### config.mk
export PLATFORM = sky130hd
export DESIGN_NAME = ecc_wr_arbiter
export DESIGN_NICKNAME = d
export VERILOG_FILES = /design/src/rtl/ecc_pkg.sv /design/src/rtl/rr_arbiter.sv /design/src/rtl/ecc_wr_arbiter.sv
export SDC_FILE = /design/constraint.sdc
export NUM_CORES = 1
export LEC_CHECK = 0
export CAP_MARGIN = 20
export CORE_MARGIN = 4
export CORE_UTILIZATION = 37
export CTS_CLUSTER_DIAMETER = 30
export DETAILED_ROUTE_END_ITERATION = 7
export MAX_ROUTING_LAYER = met4
export PLACE_DENSITY = 0.79
export SETUP_SLACK_MARGIN = 0.15
export SYNTH_ARGS = -nofsm -noshare
export SYNTH_HDL_FRONTEND = slang
export SYNTH_SLANG_ARGS = --single-unit
### constraint.sdc
create_clock -name clk -period 3.6 [get_ports clk]
set_input_delay 0.9 -clock clk [delete_from_list [all_inputs] [get_ports clk]]
set_output_delay 0.9 -clock clk [all_outputs]
set_load 0.05 [all_outputs]
### src/rtl/ecc_pkg.sv
// Shared widths, codeword field layout and FSM state type for the ECC write arbiter.
package ecc_pkg;

  localparam int unsigned DATA_W = 32;
  localparam int unsigned CW_W   = 39;
  localparam int unsigned PAR_W  = 7;

  // Codeword layout: data in the low bits, parity P32..P38 above it.
  localparam int unsigned CW_DATA_LSB = 0;
  localparam int unsigned CW_DATA_MSB = 31;
  localparam int unsigned CW_PAR_LSB  = 32;
  localparam int unsigned CW_PAR_MSB  = 38;

  typedef enum logic [1:0] {
    IDLE = 2'd0,
    ENC  = 2'd1,
    WR   = 2'd2
  } state_t;

  function automatic logic [DATA_W-1:0] cw_data(input logic [CW_W-1:0] cw);
    return cw[CW_DATA_MSB:CW_DATA_LSB];
  endfunction

  function automatic logic [PAR_W-1:0] cw_parity(input logic [CW_W-1:0] cw);
    return cw[CW_PAR_MSB:CW_PAR_LSB];
  endfunction

endpackage

### src/rtl/rr_arbiter.sv
// Combinational round-robin pick: first asserted request scanning from rr_ptr upward, wrapping.
module rr_arbiter #(
  parameter  int unsigned N     = 4,
  localparam int unsigned IDX_W = (N > 1) ? $clog2(N) : 1
) (
  input  logic [N-1:0]     req,
  input  logic [IDX_W-1:0] rr_ptr,
  output logic [N-1:0]     grant,
  output logic [IDX_W-1:0] winner,
  output logic             any_req
);

  always_comb begin : pick
    int unsigned      idx;
    logic [IDX_W-1:0] pos;
    grant   = '0;
    winner  = '0;
    any_req = 1'b0;
    idx     = 0;
    pos     = '0;
    for (int unsigned k = 0; k < N; k++) begin
      idx = 32'(rr_ptr) + k;
      if (idx >= N) idx = idx - N;
      pos = IDX_W'(idx);
      if (!any_req && req[pos]) begin
        any_req     = 1'b1;
        grant[pos]  = 1'b1;
        winner      = pos;
      end
    end
  end

endmodule

### src/rtl/ecc_wr_arbiter.sv
// Round-robin arbiter sharing one external SECDED encoder and one SRAM write port among requesters.
module ecc_wr_arbiter
  import ecc_pkg::*;
#(
  parameter  int unsigned NUM_REQ = 4,
  parameter  int unsigned ADDR_W  = 10,
  parameter  int unsigned CNT_W   = 16,
  localparam int unsigned ID_W    = $clog2(NUM_REQ)
) (
  input  logic                      clk,
  input  logic                      rst,
  input  logic [NUM_REQ-1:0]        req_valid,
  input  logic [NUM_REQ*ADDR_W-1:0] req_addr,
  input  logic [NUM_REQ*32-1:0]     req_data,
  output logic [NUM_REQ-1:0]        req_ready,
  output logic [31:0]               enc_data_out,
  input  logic [38:0]               enc_codeword_in,
  output logic                      mem_we,
  output logic [ADDR_W-1:0]         mem_addr,
  output logic [38:0]               mem_wdata,
  input  logic                      mem_ready,
  output logic [ID_W-1:0]           grant_id,
  output logic                      busy,
  output logic                      enc_err,
  output logic [CNT_W-1:0]          wr_count
);

  state_t              state, next_state;
  logic [ID_W-1:0]     rr_ptr;
  logic [DATA_W-1:0]   data_reg;
  logic [ADDR_W-1:0]   addr_reg;
  logic [CW_W-1:0]     cw_reg;

  logic [NUM_REQ-1:0]  arb_grant;
  logic [ID_W-1:0]     arb_winner;
  logic                arb_any;
  logic [ADDR_W-1:0]   win_addr;
  logic [DATA_W-1:0]   win_data;
  logic [ID_W-1:0]     ptr_next;

  rr_arbiter #(.N(NUM_REQ)) u_rr (
    .req     (req_valid),
    .rr_ptr  (rr_ptr),
    .grant   (arb_grant),
    .winner  (arb_winner),
    .any_req (arb_any)
  );

  always_comb begin
    win_addr = '0;
    win_data = '0;
    for (int unsigned i = 0; i < NUM_REQ; i++) begin
      if (arb_winner == ID_W'(i)) begin
        win_addr = req_addr[i*ADDR_W +: ADDR_W];
        win_data = req_data[i*32 +: 32];
      end
    end
  end

  assign ptr_next = (arb_winner == ID_W'(NUM_REQ - 1)) ? '0 : arb_winner + 1'b1;

  always_ff @(posedge clk) begin
    if (rst) state <= IDLE;
    else     state <= next_state;
  end

  always_comb begin
    next_state = state;
    unique case (state)
      IDLE:    if (arb_any)   next_state = ENC;
      ENC:                    next_state = WR;
      WR:      if (mem_ready) next_state = IDLE;
      default:                next_state = IDLE;
    endcase
  end

  always_ff @(posedge clk) begin
    if (rst) begin
      rr_ptr   <= '0;
      data_reg <= '0;
      addr_reg <= '0;
      cw_reg   <= '0;
      grant_id <= '0;
      enc_err  <= 1'b0;
      wr_count <= '0;
    end else begin
      unique case (state)
        IDLE: begin
          if (arb_any) begin
            addr_reg <= win_addr;
            data_reg <= win_data;
            grant_id <= arb_winner;
            rr_ptr   <= ptr_next;
          end
        end
        ENC: begin
          cw_reg <= enc_codeword_in;
          if (cw_data(enc_codeword_in) != data_reg) enc_err <= 1'b1;
        end
        WR: begin
          if (mem_ready && wr_count != '1) wr_count <= wr_count + 1'b1;
        end
        default: ;
      endcase
    end
  end

  // Strobes are gated by rst so nothing handshakes or writes while reset is held.
  always_comb begin
    req_ready = '0;
    mem_we    = 1'b0;
    busy      = 1'b0;
    if (!rst) begin
      if (state == IDLE) req_ready = arb_grant;
      mem_we = (state == WR);
      busy   = (state != IDLE);
    end
  end

  assign enc_data_out = data_reg;
  assign mem_addr     = addr_reg;
  assign mem_wdata    = cw_reg;

endmodule

# After elaboration in Yosys (flattened, before gate mapping)
# Index checks and enable logic that the tools add are counted.
# Widths: inputs -> output; s select.
[totals]
output_inout_bits = 106
inputBits = 214
register_bits = 104
[classes]
eq_ne = 9
reduce_logical = 18
n_lt_le_gt_ge = 12
bitwise = 3
add_sub_neg = 9
mux = 48
[ops]
columns = ["operator", "count"]
rows = [
  ["$mux 32", 4],
  ["$mux 10", 4],
  ["$ne 32x32->1", 1],
  ["$mux 4", 6],
  ["$mux 2", 11],
  ["$add 16x1->16 const B", 1],
  ["$ne 16x16->1 const B", 1],
  ["$mux 1", 14],
  ["$lt 2x3->1 const B", 4],
  ["$or 4x4->4", 3],
  ["$ge 3x3->1 const B", 3],
  ["$bmux 1 s2", 4],
  ["$demux 1 s2", 4],
  ["$ge 2x1->1 const B", 4],
  ["$logic_and 1x1->1", 8],
  ["$reduce_and 2->1", 4],
  ["$sub 2x1->2 const B", 4],
  ["$add 2x2->3 const B", 2],
  ["$eq 2x2->1 const B", 3],
  ["$pmux 2 s3", 1],
  ["$eq 2x1->1 const B", 2],
  ["$logic_not 2->1", 2],
  ["$ne 2x2->1 const B", 2],
  ["$add 2x1->3 const B", 1],
  ["4 further kinds", 6],
]

# Depth between registers and ports, before layout
# Gate-level depths: netlist of the first run.
[depth]
word_depth = 19
ltp_mapped = 17
ltp_nobuf = 13

# Cells and area by module
# A second synthesis of the first run with hierarchy kept.
[hier_totals]
hier_cells = 729
hier_area_um2 = 5886.9
[modules_own_cells]
columns = ["mod", "seq_area_each_um2", "cells_each", "instances", "area_per_inst_um2"]
rows = [
  ["ecc_wr_arbiter", 2082.0, 684, 1, 5467.7],
  ["rr_arbiter", 0.0, 45, 1, 419.2],
]

# Worst setup path after synthesis of the first run
# Ideal clock, no wire load.
[synth_path]
path_type = "reg-to-output"
from = "reg rr_ptr[0]"
to = "out req_ready[0]"
required_time_ps = 2700
setup_slack_ps = -558
stages_incl_launch_ff = 10
t_arrival_ps = 3258
cell_sequence = "dfxtp_1 -> buf_2 -> inv_1 -> ha_1 -> buf_2 -> or3b_1 -> a2111o_1 -> nand3_2 -> a21oi_1 -> nor3_1"
[synth_via]
elab_chain_len = 16
elab_cells_between_ends = 61
cone_classes = "add/sub: 7; order compare: 12; mux: 29; bitwise: 3; reduce/logical: 10"
[synth_rtl]
columns = ["item", "line", "rtl"]
rows = [
  ["start, declared", "ecc_wr_arbiter.sv:29", "logic [ID_W-1:0] rr_ptr;"],
  ["start signal, assigned", "ecc_wr_arbiter.sv:93", "rr_ptr <= ptr_next;"],
  ["parallel branches: the longest is 13 deep, another holds $add 2x1->3", "n/a", ""],
  ["$mux 4 *", "rr_arbiter.sv:25", "if (!any_req && req[pos]) begin"],
  ["$mux 4 *", "ecc_wr_arbiter.sv:114", "if (state == IDLE) req_ready = arb_grant;"],
  ["$mux 4 *", "ecc_wr_arbiter.sv:113", "if (!rst) begin"],
  ["end, declared", "ecc_wr_arbiter.sv:15", "output logic [NUM_REQ-1:0] req_ready,"],
]
# Every way passes the cells marked *. The select of a mux whose other input is x is not followed.

# Worst setup path in the final report of the first run
[layout_path]
from = "in req_valid[0]"
to = "out req_ready[0]"
[layout_via]
elab_chain_len = 14
elab_cells_between_ends = 26
cone_classes = "mux: 17; bitwise: 3; reduce/logical: 6"
[layout_rtl]
columns = ["item", "line", "rtl"]
rows = [
  ["start, declared", "ecc_wr_arbiter.sv:12", "input logic [NUM_REQ-1:0] req_valid,"],
  ["$bmux 1 s2", "rr_arbiter.sv:25", ""],
  ["$mux 1 (implied by the code)", "rr_arbiter.sv:25", ""],
  ["$mux 1", "rr_arbiter.sv:25", ""],
  ["$logic_not 1->1", "rr_arbiter.sv:25", ""],
  ["$logic_and 1x1->1", "rr_arbiter.sv:25", ""],
  ["$mux 1", "rr_arbiter.sv:25", ""],
  ["$logic_not 1->1", "rr_arbiter.sv:25", ""],
  ["$logic_and 1x1->1", "rr_arbiter.sv:25", ""],
  ["$mux 1", "rr_arbiter.sv:25", ""],
  ["$logic_not 1->1", "rr_arbiter.sv:25", ""],
  ["$logic_and 1x1->1", "rr_arbiter.sv:25", ""],
  ["$mux 4 *", "rr_arbiter.sv:25", ""],
  ["$mux 4 *", "ecc_wr_arbiter.sv:114", ""],
  ["$mux 4 *", "ecc_wr_arbiter.sv:113", ""],
]
# Mark *: on every way between the ends. The rest lies on a longest branch, timed or not. The select of a mux whose other input is x is not followed.

==> metrics, run 1 <==
post-layout power 0.007803 W; maximum clock insertion buffer count 2; Seq/Total Area, Yosys 0.3383; number of instances in the synthesized netlist 792; sequential cell area in the final layout 2083 sq um; total core area 16,120 sq um; Placement Setup Slack -0.1907 ns; Final ANT Viol Nets 0; status finished clean; cells along the critical path clkdlybuf4s15_2 -> or3b_1 -> a2111o_1 -> nand3_4 -> a21oi_2 -> nor3_4 -> buf_12; num rows 46; most numerous cell in the Yosys netlist sky130_fd_sc_hd__dfxtp_1; initial antenna violation count 2; fillcell total 1,407; dominant register cell in the synthesized netlist sky130_fd_sc_hd__dfxtp_1; Port Buf Inserts 319; portion of the clock cycle consumed by the worst path in the final layout 0.9495; CTS clk-pin slew, worst paths 0.07 ns; average vias per placed instance 5.224; horizontal extent of the die 137.0 um; post-layout worst setup margin 0.1816 ns; dominant delay contributor by cell family on the critical path simple AND/OR/NAND/NOR gates; TritonCTS clock tree yes; biggest fanout along the worst timing path 9; total setup violations reported at the end of the flow 0; number of design rule violations left after detail routing 0; total leakage power 3.834 nW; number of buffers inserted during clock tree synthesis 9; Reg2Reg Launch Point rr_ptr[0]$_SDFFE_PP0P_; height of the die 137.0 um; H-tree levels 3; Max stage delay cell, worst path sky130_fd_sc_hd__a2111o_1; final clock skew 0.01203 ns; Mapped Nets 1,019; element type at the critical path end output port; count of flip-flops with a built-in enable after synthesis 0; worst-margin pin slew 0.9363 ns; drt wl/cell 18.10 um; GR Util All Layers 0.2472; insertion delay to the later sink of the worst-skew pair 0.35 ns; sum of overflow across all layers after global routing 0; maximum vdd drop 0.4794 mV; beginning of the worst hold path enc_err$_SDFFE_PP0P_; share of the core filled with cells 0.6413; arrival time at the worst endpoint 2.52 ns; FFs w/ async S/R, synth 0; peak clock frequency supported by timing 292.5 MHz; overall via count from detail_route 6,964; netlist area before placement 6153 sq um; relative max-transition margin 0.3730; number of global-route vias before repair 6,452; final weighted congestion of routability-driven global placement 0.9370; PD cells 755.0 nW/um^2; max-cap viol count 0; count of different cell masters after synthesis 45; nets 1,337; area used by multi-input combinational logic 3877 sq um; flip-flop and latch count after synthesis 104; Synth Area per Inst 7.769 sq um; die footprint 18,760 sq um; CP startpoint req_valid[0]; DP Wirelength 19,010 um; required time of the worst setup path 2.70 ns; CTS Root Buffer Type sky130_fd_sc_hd__clkbuf_16; Final Critical Period 3.418 ns; maximum number of pins on one net before global-route repair 104; delay of the slowest critical-path stage 0.42 ns; iteration-0 DRC count of the detailed router 338; first-pass GRT wire length 34,720 um; yosys synthesis warning count 0; initial cell density of the core 0.3818; RSZ-0062 raised after global routing yes; hold_buf cts 0; number of pins with negative max-slew slack in the final report 0; share of Yosys cell area claimed by the top area cell type 0.3383; startpoint class of the critical path primary input; Crit Path Class primary input to output port; area overhead of the layout relative to synthesis 67.95%; top cell type by total area after synthesis sky130_fd_sc_hd__dfxtp_1; number of hold-slack violations in the final timing report 0; CP Buf/Inv Count 2; detailed-router iteration count before antenna repair 6; total I/O pin count 320; wire length reported by the detailed router 24,120 um; leading cell types by count after synthesis sky130_fd_sc_hd__dfxtp_1 (104), sky130_fd_sc_hd__a21oi_1 (93), sky130_fd_sc_hd__nand2_1 (90), sky130_fd_sc_hd__nor2b_1 (86), sky130_fd_sc_hd__nor2_1 (68); top cells by area, synth sky130_fd_sc_hd__dfxtp_1 (34%), sky130_fd_sc_hd__nor2b_1 (8.7%), sky130_fd_sc_hd__a21oi_1 (7.6%), sky130_fd_sc_hd__a221oi_1 (6.0%), sky130_fd_sc_hd__a211oi_1 (5.7%); sinks on the clock net 104; fraction of layout instances using a drive strength above 1 0.1022; worst hold slack 0.4511 ns; Hold Path Class register to register
## cell type report
| class | instances | share of cell area |
|---|---|---|
| Multi-Input combinational cell | 612 | 0.3752 |
| Timing Repair Buffer | 376 | 0.3665 |
| Sequential cell | 104 | 0.2016 |
| Tap cell | 216 | 0.02615 |
| Clock buffer | 11 | 0.02349 |
| Clock inverter | 5 | 0.003753 |
| Inverter | 7 | 0.002906 |
| Antenna cell | 2 | 0.0004843 |
## where the power goes
part,internal (W),leakage [nW],switching [W]
clock,0.000494,0.137,0.000460
combinational,0.00230,2.84,0.00292
sequential,0.00138,0.855,0.000241
total,0.00418,3.83,0.00362
## metal layers
layer  routed length (um)  vias to the layer above  global-route usage
met5                    0                        -                   -
met4                  672                        0             0.08814
met3                 1740                       42             0.04081
met2                11540                      299              0.3978
met1                10180                     3157              0.3141
li1                     -                     3466                   -
## placed cells by master, fill, tap and decap left out, types with 13 or more instances in the layout
master                            netlist  final
sky130_fd_sc_hd__a211oi_1              47     47
sky130_fd_sc_hd__a21oi_1               93     89
sky130_fd_sc_hd__a221oi_1              42     42
sky130_fd_sc_hd__buf_12                 0     13
sky130_fd_sc_hd__buf_4                  2     49
sky130_fd_sc_hd__clkdlybuf4s50_1        0    309
sky130_fd_sc_hd__dfxtp_1              104    103
sky130_fd_sc_hd__nand2_1               90     90
sky130_fd_sc_hd__nor2_1                68     68
sky130_fd_sc_hd__nor2b_1               86     84
sky130_fd_sc_hd__nor3_1                53     48
sky130_fd_sc_hd__xor2_1                38     38
## metrics by stage
stage / TNS, ns / instance area [sq um] / instances
2_1_floorplan: 0 / 6207 / 792
3_3_place_gp: -1.283 / 9950 / 1311
3_5_place_dp: -2.161 / 9950 / 1311
4_1_cts: 0 / 10270 / 1328
5_1_grt: 0 / 10330 / 1333
6_report: 0 / 10330 / 1333
## state kept, by name, indices dropped and copies added (netlist names)
register / cells
enc_data_out: 32
mem_wdata: 39
state: 2
grant_id: 2
enc_err: 1
mem_addr: 10
wr_count: 16
rr_ptr: 2
## kinds of logic (layout without fill, tap and decap cells)
| kind of cell | count (synthesis) | in the layout | share of synthesized area |
|---|---|---|---|
| buffers and inverters | 76 | 399 | 0.05043 |
| multiplexers | 11 | 11 | 0.02257 |
| AO/OA/AOI/OAI | 203 | 203 | 0.2188 |
| XOR/XNOR | 44 | 44 | 0.06263 |
| other | 0 | 2 | 0 |
| flip-flops | 104 | 104 | 0.3383 |
| adder cells (fa/ha/maj) | 13 | 13 | 0.02643 |
| AND/OR/NAND/NOR | 341 | 341 | 0.2808 |
## tightest hold or removal path, stage by stage (launching register included)
cell and delay (ns):
sky130_fd_sc_hd__dfxtp_1 0.31, sky130_fd_sc_hd__inv_1 0.05, sky130_fd_sc_hd__a21oi_1 0.05
## path summary, 6_finish.rpt
| kind | end | slack [ns] | depth (start not counted) |
|---|---|---|---|
| hold / removal | enc_err$_SDFFE_PP0P_ | 0.45 | 2 |
| setup / recovery | req_ready[0] | 0.18 | 7 |
| setup reg to reg | enc_data_out[16]$_SDFFE_PP0P_ | 0.46 | 14 |
| hold reg to reg | enc_err$_SDFFE_PP0P_ | 0.45 | 2 |
## what timing repair did
action,in CTS,in global routing
setup buffers,1,2
pin swaps,1,2
gates cloned,0,0
resized for setup,18,8
endpoints found under the setup margin,4,4
(Power assumes the default switching activity.)
==> run 2: changes to the inputs <==
--- a/config.mk
+++ b/config.mk
@@ -6,12 +6,12 @@
 export NUM_CORES = 1
 export LEC_CHECK = 0
 export CAP_MARGIN = 20
-export CORE_MARGIN = 4
-export CORE_UTILIZATION = 37
+export CORE_AREA = 4 4 121 123
 export CTS_CLUSTER_DIAMETER = 30
 export DETAILED_ROUTE_END_ITERATION = 7
+export DIE_AREA = 0 0 125 127
+export DONT_BUFFER_PORTS = 1
 export MAX_ROUTING_LAYER = met4
-export PLACE_DENSITY = 0.79
 export SETUP_SLACK_MARGIN = 0.15
 export SYNTH_ARGS = -nofsm -noshare
 export SYNTH_HDL_FRONTEND = slang
==> metrics, run 2 (synthesis gave the netlist of run 1 again) <==
maximum number of pins on one net before global-route repair 108 (was 104); drt wl/cell 22.57 um (was 18.10 um); delay of the slowest critical-path stage 0.58 ns (was 0.42 ns); iteration-0 DRC count of the detailed router 598 (was 338); wire length reported by the detailed router 21,220 um (was 24,120 um); hold_buf cts 0 (unchanged); number of design rule violations left after detail routing 0 (unchanged); area overhead of the layout relative to synthesis 9.353% (was 67.95%); initial cell density of the core 0.4503 (was 0.3818); peak clock frequency supported by timing 298.9 MHz (was 292.5 MHz); DP Wirelength 16,300 um (was 19,010 um); nets 980 (was 1,337); worst hold slack 0.6230 ns (was 0.4511 ns); worst-margin pin slew 0.9019 ns (was 0.9363 ns); portion of the clock cycle consumed by the worst path in the final layout 0.9293 (was 0.9495); H-tree levels 3 (unchanged); horizontal extent of the die 125 um (was 137.0 um); number of global-route vias before repair 5,445 (was 6,452); overall via count from detail_route 5,714 (was 6,964); required time of the worst setup path 2.70 ns (about the same); RSZ-0062 raised after global routing no (was yes); number of hold-slack violations in the final timing report 0 (unchanged); summed negative setup slack over all endpoints 0 ns (unchanged); first-pass GRT wire length 31,670 um (was 34,720 um); biggest fanout along the worst timing path 6 (was 9); fraction of layout instances using a drive strength above 1 0.09103 (was 0.1022); TritonCTS clock tree yes (unchanged); height of the die 127 um (was 137.0 um); total core area 13,670 sq um (was 16,120 sq um); cells along the critical path inv_2 -> ha_4 -> mux4_2 -> a221o_1 -> a21oi_2 -> nor3_4 -> buf_12 (was clkdlybuf4s15_2 -> or3b_1 -> a2111o_1 -> nand3_4 -> a21oi_2 -> nor3_4 -> buf_12); final weighted congestion of routability-driven global placement 1.006 (was 0.9370); PD cells 987.8 nW/um^2 (was 755.0 nW/um^2); CP Buf/Inv Count 2 (unchanged); num rows 43 (was 46); sum of overflow across all layers after global routing 0 (unchanged); wire length on met3 1923 um (was 1740 um); arrival time at the worst endpoint 2.45 ns (was 2.52 ns); total leakage power 2.394 nW (was 3.834 nW); most common cell after layout, fill and taps aside sky130_fd_sc_hd__dfxtp_1 (was sky130_fd_sc_hd__clkdlybuf4s50_1); Crit Path Class register to output port (was primary input to output port); maximum clock insertion buffer count 2 (unchanged); startpoint class of the critical path register (was primary input); relative max-transition margin 0.3961 (was 0.3730); number of buffers inserted during clock tree synthesis 9 (unchanged); length of routed wiring on met1 8635 um (was 10,180 um); element type at the critical path end output port (unchanged); die footprint 15,880 sq um (was 18,760 sq um); share of the core filled with cells 0.4924 (was 0.6413); max-cap viol count 0 (unchanged); initial antenna violation count 2 (unchanged); Final ANT Viol Nets 0 (unchanged); dominant delay contributor by cell family on the critical path multiplexers (was simple AND/OR/NAND/NOR gates); Port Buf Inserts 0 (was 319); Max stage delay cell, worst path sky130_fd_sc_hd__mux4_2 (was sky130_fd_sc_hd__a2111o_1); number of pins with negative max-slew slack in the final report 0 (unchanged); CTS clk-pin slew, worst paths 0.07 ns (about the same); total I/O pin count 320 (unchanged); sinks on the clock net 104 (unchanged); leading cell types in the layout, fill and taps excluded sky130_fd_sc_hd__dfxtp_1 (103), sky130_fd_sc_hd__nand2_1 (90), sky130_fd_sc_hd__a21oi_1 (88), sky130_fd_sc_hd__nor2b_1 (84), sky130_fd_sc_hd__nor2_1 (68) (was sky130_fd_sc_hd__clkdlybuf4s50_1 (309), sky130_fd_sc_hd__dfxtp_1 (103), sky130_fd_sc_hd__nand2_1 (90), sky130_fd_sc_hd__a21oi_1 (89), sky130_fd_sc_hd__nor2b_1 (84)); maximum vdd drop 0.5625 mV (was 0.4794 mV); status finished clean (unchanged); final clock skew 0.01102 ns (was 0.01203 ns); top layer reached by signal wires met4 (unchanged); Hold Path Class primary input to register (was register to register); detailed-routed wire length on met2 10,060 um (was 11,540 um); average vias per placed instance 6.079 (was 5.224); CTS Root Buffer Type sky130_fd_sc_hd__clkbuf_16 (unchanged); total setup violations reported at the end of the flow 0 (unchanged); insertion delay to the later sink of the worst-skew pair 0.35 ns (about the same); Final Critical Period 3.346 ns (was 3.418 ns); detailed-router iteration count before antenna repair 5 (was 6); GR Util All Layers 0.2595 (was 0.2472); number of flip-flops in the largest register 39 (unchanged)
-- run 2: changes by cell type in the layout (fill, tap and decap cells not counted), moves of 2 or more --
| cell | delta |
|---|---|
| sky130_fd_sc_hd__buf_4 | -37 |
| sky130_fd_sc_hd__clkdlybuf4s50_1 | -309 |
| sky130_fd_sc_hd__clkdlybuf4s15_2 | -3 |
| sky130_fd_sc_hd__inv_8 | +2 |
| sky130_fd_sc_hd__buf_12 | -6 |
-- run 2: report_power, final --
part / switching, W / total, W / internal, W / leakage, nW
registers: 0.00105 / 0.00243 / 0.00138 / 0.855
logic: 0.00189 / 0.00324 / 0.00135 / 1.41
clock network: 0.000486 / 0.000969 / 0.000483 / 0.132
-- run 2: final cells by class --
class                      count  area [sq um]
sequential                   104          2083
clock buffer                   9         225.2
clock inverter                 7         62.56
timing repair buffer          19         230.2
fill                        1349          6937
antenna                        2         5.005
tap                          180         225.2
multi-input combinational    612          3871
inverter                       7         26.28
-- run 2: per-layer routing --
| layer | track usage | vias up |
|---|---|---|
| met5 | - | - |
| met4 | 0.09311 | 0 |
| met3 | 0.07441 | 33 |
| met2 | 0.4132 | 286 |
| met1 | 0.3163 | 2644 |
| li1 | - | 2751 |
-- run 2: path summary, 6_finish.rpt --
kind | start | end | slack, ns | cells past startpoint
worst min register to register | rr_ptr[1]$_SDFFE_PP0P_ | rr_ptr[1]$_SDFFE_PP0P_ | 0.65 | 3
worst max register to register | rr_ptr[1]$_SDFFE_PP0P_ | mem_addr[9]$_SDFFE_PP0P_ | 0.45 | 14
worst max-delay path | rr_ptr[1]$_SDFFE_PP0P_ | req_ready[3] | 0.25 | 7
worst min-delay path | rst | wr_count[2]$_SDFFE_PP0P_ | 0.62 | 1
-- run 2: repair_timing --
| action | 4_1_cts | 5_1_grt |
|---|---|---|
| setup endpoints to repair | 4 | 15 |
| resized for setup | 7 | 5 |
| pin swaps | 1 | 0 |
| endpoints found under the hold margin | 0 | 0 |
| gates cloned | 0 | 0 |
| buffers inserted | 2 | 0 |
-- run 2: through the flow --
| stage | area (sq um) | setup slack (ns) | std cells | power, W |
|---|---|---|---|---|
| after CTS | 6710 | 0.1659 | 938 | 0.006633 |
| after global routing | 6729 | 0.1755 | 940 | 0.007133 |
| final | 6729 | 0.2544 | 940 | 0.006647 |
| after floorplan | 6207 | 0.1574 | 792 | 0.004790 |
| after global placement | 6376 | 0.3290 | 920 | 0.005499 |
| after detailed placement | 6376 | 0.1881 | 920 | 0.005600 |
==> run 3: changes to the inputs <==
--- a/config.mk
+++ b/config.mk
@@ -6,13 +6,15 @@
 export NUM_CORES = 1
 export LEC_CHECK = 0
 export CAP_MARGIN = 20
-export CORE_AREA = 4 4 121 123
+export CORE_AREA = 4 4 123 125
 export CTS_CLUSTER_DIAMETER = 30
 export DETAILED_ROUTE_END_ITERATION = 7
-export DIE_AREA = 0 0 125 127
+export DIE_AREA = 0 0 127 129
 export DONT_BUFFER_PORTS = 1
 export MAX_ROUTING_LAYER = met4
+export RECOVER_POWER = 25
 export SETUP_SLACK_MARGIN = 0.15
+export SLEW_MARGIN = 20
 export SYNTH_ARGS = -nofsm -noshare
 export SYNTH_HDL_FRONTEND = slang
 export SYNTH_SLANG_ARGS = --single-unit
==> constraint.sdc (replaced) <==
create_clock -name clk -period 3.1 [get_ports clk]
set_input_delay 0.775 -clock clk [delete_from_list [all_inputs] [get_ports clk]]
set_output_delay 0.775 -clock clk [all_outputs]
set_load 0.05 [all_outputs]
==> metrics, run 3 (synthesis gave the netlist of run 1 again) <==
portion of the clock cycle consumed by the worst path in the final layout 1.047; Pint 0.005039 W (was 0.003218 W); die footprint 16,380 sq um (was 15,880 sq um); area overhead of the layout relative to synthesis 27.57% (was 9.353%); average vias per placed instance 6.137 (was 6.079); most common cell after layout, fill and taps aside sky130_fd_sc_hd__dfxtp_1 (unchanged); total leakage power 2.856 nW (was 2.394 nW); total core area 13,880 sq um (was 13,670 sq um); arrival time at the worst endpoint 2.47 ns (was 2.45 ns); TritonCTS clock tree yes (unchanged); violated checks capacitance limit, slew limit, setup timing; detailed-router iteration count before antenna repair 5 (unchanged); CTS Root Buffer Type sky130_fd_sc_hd__clkbuf_16 (unchanged); height of the die 129 um (was 127 um); Crit Reg-Reg Endpoint enc_data_out[17]$_SDFFE_PP0P_ (was mem_addr[9]$_SDFFE_PP0P_); number of buffers inserted during clock tree synthesis 9 (unchanged); post-layout power 0.009907 W (was 0.006647 W); Hold Path Class primary input to register (unchanged); final weighted congestion of routability-driven global placement 0.9788 (was 1.006); sinks on the clock net 104 (unchanged); number of design rule violations left after detail routing 0 (unchanged); element type at the critical path end output port (unchanged); leading cell types in the layout, fill and taps excluded sky130_fd_sc_hd__dfxtp_1 (102), sky130_fd_sc_hd__nand2_1 (90), sky130_fd_sc_hd__a21oi_1 (85), sky130_fd_sc_hd__nor2_1 (68), sky130_fd_sc_hd__nor2b_1 (51) (was sky130_fd_sc_hd__dfxtp_1 (103), sky130_fd_sc_hd__nand2_1 (90), sky130_fd_sc_hd__a21oi_1 (88), sky130_fd_sc_hd__nor2b_1 (84), sky130_fd_sc_hd__nor2_1 (68)); iteration-0 DRC count of the detailed router 573 (was 598); status complete, but fails checks (was finished clean); initial antenna violation count 4 (was 2); peak clock frequency supported by timing 308.2 MHz; CP startpoint rr_ptr[0]$_SDFFE_PP0P_ (was rr_ptr[1]$_SDFFE_PP0P_); relative max-transition margin -0.1612 (was 0.3961); GR Util All Layers 0.2542 (was 0.2595); fraction of layout instances using a drive strength above 1 0.2441 (was 0.09103); summed negative setup slack over all endpoints -0.5030 ns (was 0 ns); cell area after placement 6580 sq um (was 6376 sq um); initial cell density of the core 0.4433 (was 0.4503); final clock skew 0.009399 ns (was 0.01102 ns); number of flip-flops in the largest register 39 (unchanged); biggest fanout along the worst timing path 5 (was 6); number of global-route vias before repair 5,469 (was 5,445); sum of overflow across all layers after global routing 0 (unchanged); maximum number of pins on one net before global-route repair 108 (unchanged); sw power 0.004868 W (was 0.003429 W); reg-to-reg slack, setup 0.02 ns (was 0.45 ns); combinational power share 0.606 (was 0.488); number of pins with negative max-slew slack in the final report 41 (was 0); cells along the critical path clkinvlp_4 -> ha_4 -> mux4_2 -> a221o_1 -> a21oi_2 -> nor3_4 -> buf_12 (was inv_2 -> ha_4 -> mux4_2 -> a221o_1 -> a21oi_2 -> nor3_4 -> buf_12); number of hold-slack violations in the final timing report 0 (unchanged); RSZ-0062 raised after global routing yes (was no); Post-Layout Inst Area 7850 sq um (was 6729 sq um); worst hold slack 0.5061 ns (was 0.6230 ns); Final Critical Period 3.244 ns; Port Buf Inserts 0 (unchanged); total setup violations reported at the end of the flow 4 (was 0); Final ANT Viol Nets 0 (unchanged); nets 1,021 (was 980); drt wl/cell 24.43 um (was 22.57 um); Reg2Reg Launch Point rr_ptr[0]$_SDFFE_PP0P_ (was rr_ptr[1]$_SDFFE_PP0P_); beginning of the worst hold path rst (unchanged); first-pass GRT wire length 31,620 um (was 31,670 um); maximum clock insertion buffer count 2 (unchanged); insertion delay to the later sink of the worst-skew pair 0.36 ns (was 0.35 ns); PD cells 1262 nW/um^2 (was 987.8 nW/um^2); max-cap viol count 1 (was 0); switching share of power 0.4913 (was 0.5158); wire length reported by the detailed router 24,010 um (was 21,220 um); delay of the slowest critical-path stage 0.59 ns (was 0.58 ns); overall via count from detail_route 6,033 (was 5,714); required time of the worst setup path 2.32 ns (was 2.70 ns); CTS clk-pin slew, worst paths 0.07 ns (about the same); Max stage delay cell, worst path sky130_fd_sc_hd__mux4_2 (unchanged); startpoint class of the critical path register (unchanged); endpoint of the worst setup timing path req_ready[0] (was req_ready[3]); num rows 43 (unchanged); worst reg-to-reg path cell count 17 (was 14); Placement Setup Slack 0.1287 ns (was 0.1881 ns); worst-margin pin slew 1.742 ns (was 0.9019 ns); H-tree levels 3 (unchanged); Crit Path Class register to output port (unchanged); post-layout worst setup margin -0.1442 ns (was 0.2544 ns); hold_buf cts 0 (unchanged); power share of the sequential group 0.283 (was 0.366); maximum vdd drop 0.9863 mV (was 0.5625 mV); DP Wirelength 16,790 um (was 16,300 um); total I/O pin count 320 (unchanged); clock power share 0.112 (was 0.146); horizontal extent of the die 127 um (was 125 um)
[run 3: cell types whose count changed in the layout (fill, tap and decap cells not counted), sizes merged]
cell    previous run  this run
buf               19        45
clkbuf             9        24
clkinv             1         3
diode              2         4
inv               10         8
[run 3: how the worst min path moves through the flow]
stage	endpoint	slack (ns)	cells past startpoint
3_3_place_gp	rr_ptr[1]$_SDFFE_PP0P_	0.62	3
5_1_grt	wr_count[0]$_SDFFE_PP0P_	0.49	1
2_1_floorplan	rr_ptr[1]$_SDFFE_PP0P_	0.61	3
4_1_cts	rr_ptr[0]$_SDFFE_PP0P_	0.48	1
3_5_place_dp	rr_ptr[1]$_SDFFE_PP0P_	0.63	3
6_report	wr_count[3]$_SDFFE_PP0P_	0.51	1
[run 3: critical path, delay by kind of cell, from the launching register on]
kind / cells / cell delay [ns]
adders and majority gates: 1 / 0.30
DFF: 1 / 0.36
buffers and inverters: 2 / 0.26
muxes: 1 / 0.59
AOI/OAI and AO/OA: 2 / 0.54
and+or+nand+nor: 1 / 0.06
[run 3: final cells by class]
| cell class | instances | area [sq um] |
|---|---|---|
| Fill cell | 1263 | 6031 |
| Multi-Input combinational cell | 612 | 4484 |
| Sequential cell | 104 | 2087 |
| Timing Repair Buffer | 60 | 734.5 |
| Clock buffer | 9 | 225.2 |
| Tap cell | 180 | 225.2 |
| Clock inverter | 7 | 53.80 |
| Inverter | 7 | 30.03 |
| Antenna cell | 4 | 10.01 |
[run 3: what timing repair did]
item	4_1_cts	5_1_grt
gates resized for setup	15	130
gates cloned	0	11
endpoints found under the setup margin	5	44
pin swaps	11	105
buffers inserted	3	10
[run 3: layer usage]
| layer | GRT usage | wire length, um |
|---|---|---|
| met1 | 0.3077 | 9188 |
| met2 | 0.4010 | 11520 |
| met5 | - | 0 |
| met4 | 0.09274 | 915 |
| met3 | 0.07721 | 2385 |
[run 3: through the flow]
step | std cells | utilization
after global placement | 939 | 0.4740
after CTS | 958 | 0.5018
after global routing | 983 | 0.5655
after floorplan | 792 | -
final | 983 | 0.5655
after detailed placement | 939 | 0.4740
[run 3: power groups by stage]
stage                     combinational (W)  sequential (W)  clock (W)
final                               0.00600         0.00280    0.00111
after global routing                0.00642         0.00284    0.00117
after CTS                           0.00400         0.00282    0.00112
after detailed placement            0.00382         0.00285          0
after global placement              0.00371         0.00285          0
after floorplan                     0.00299         0.00270          0
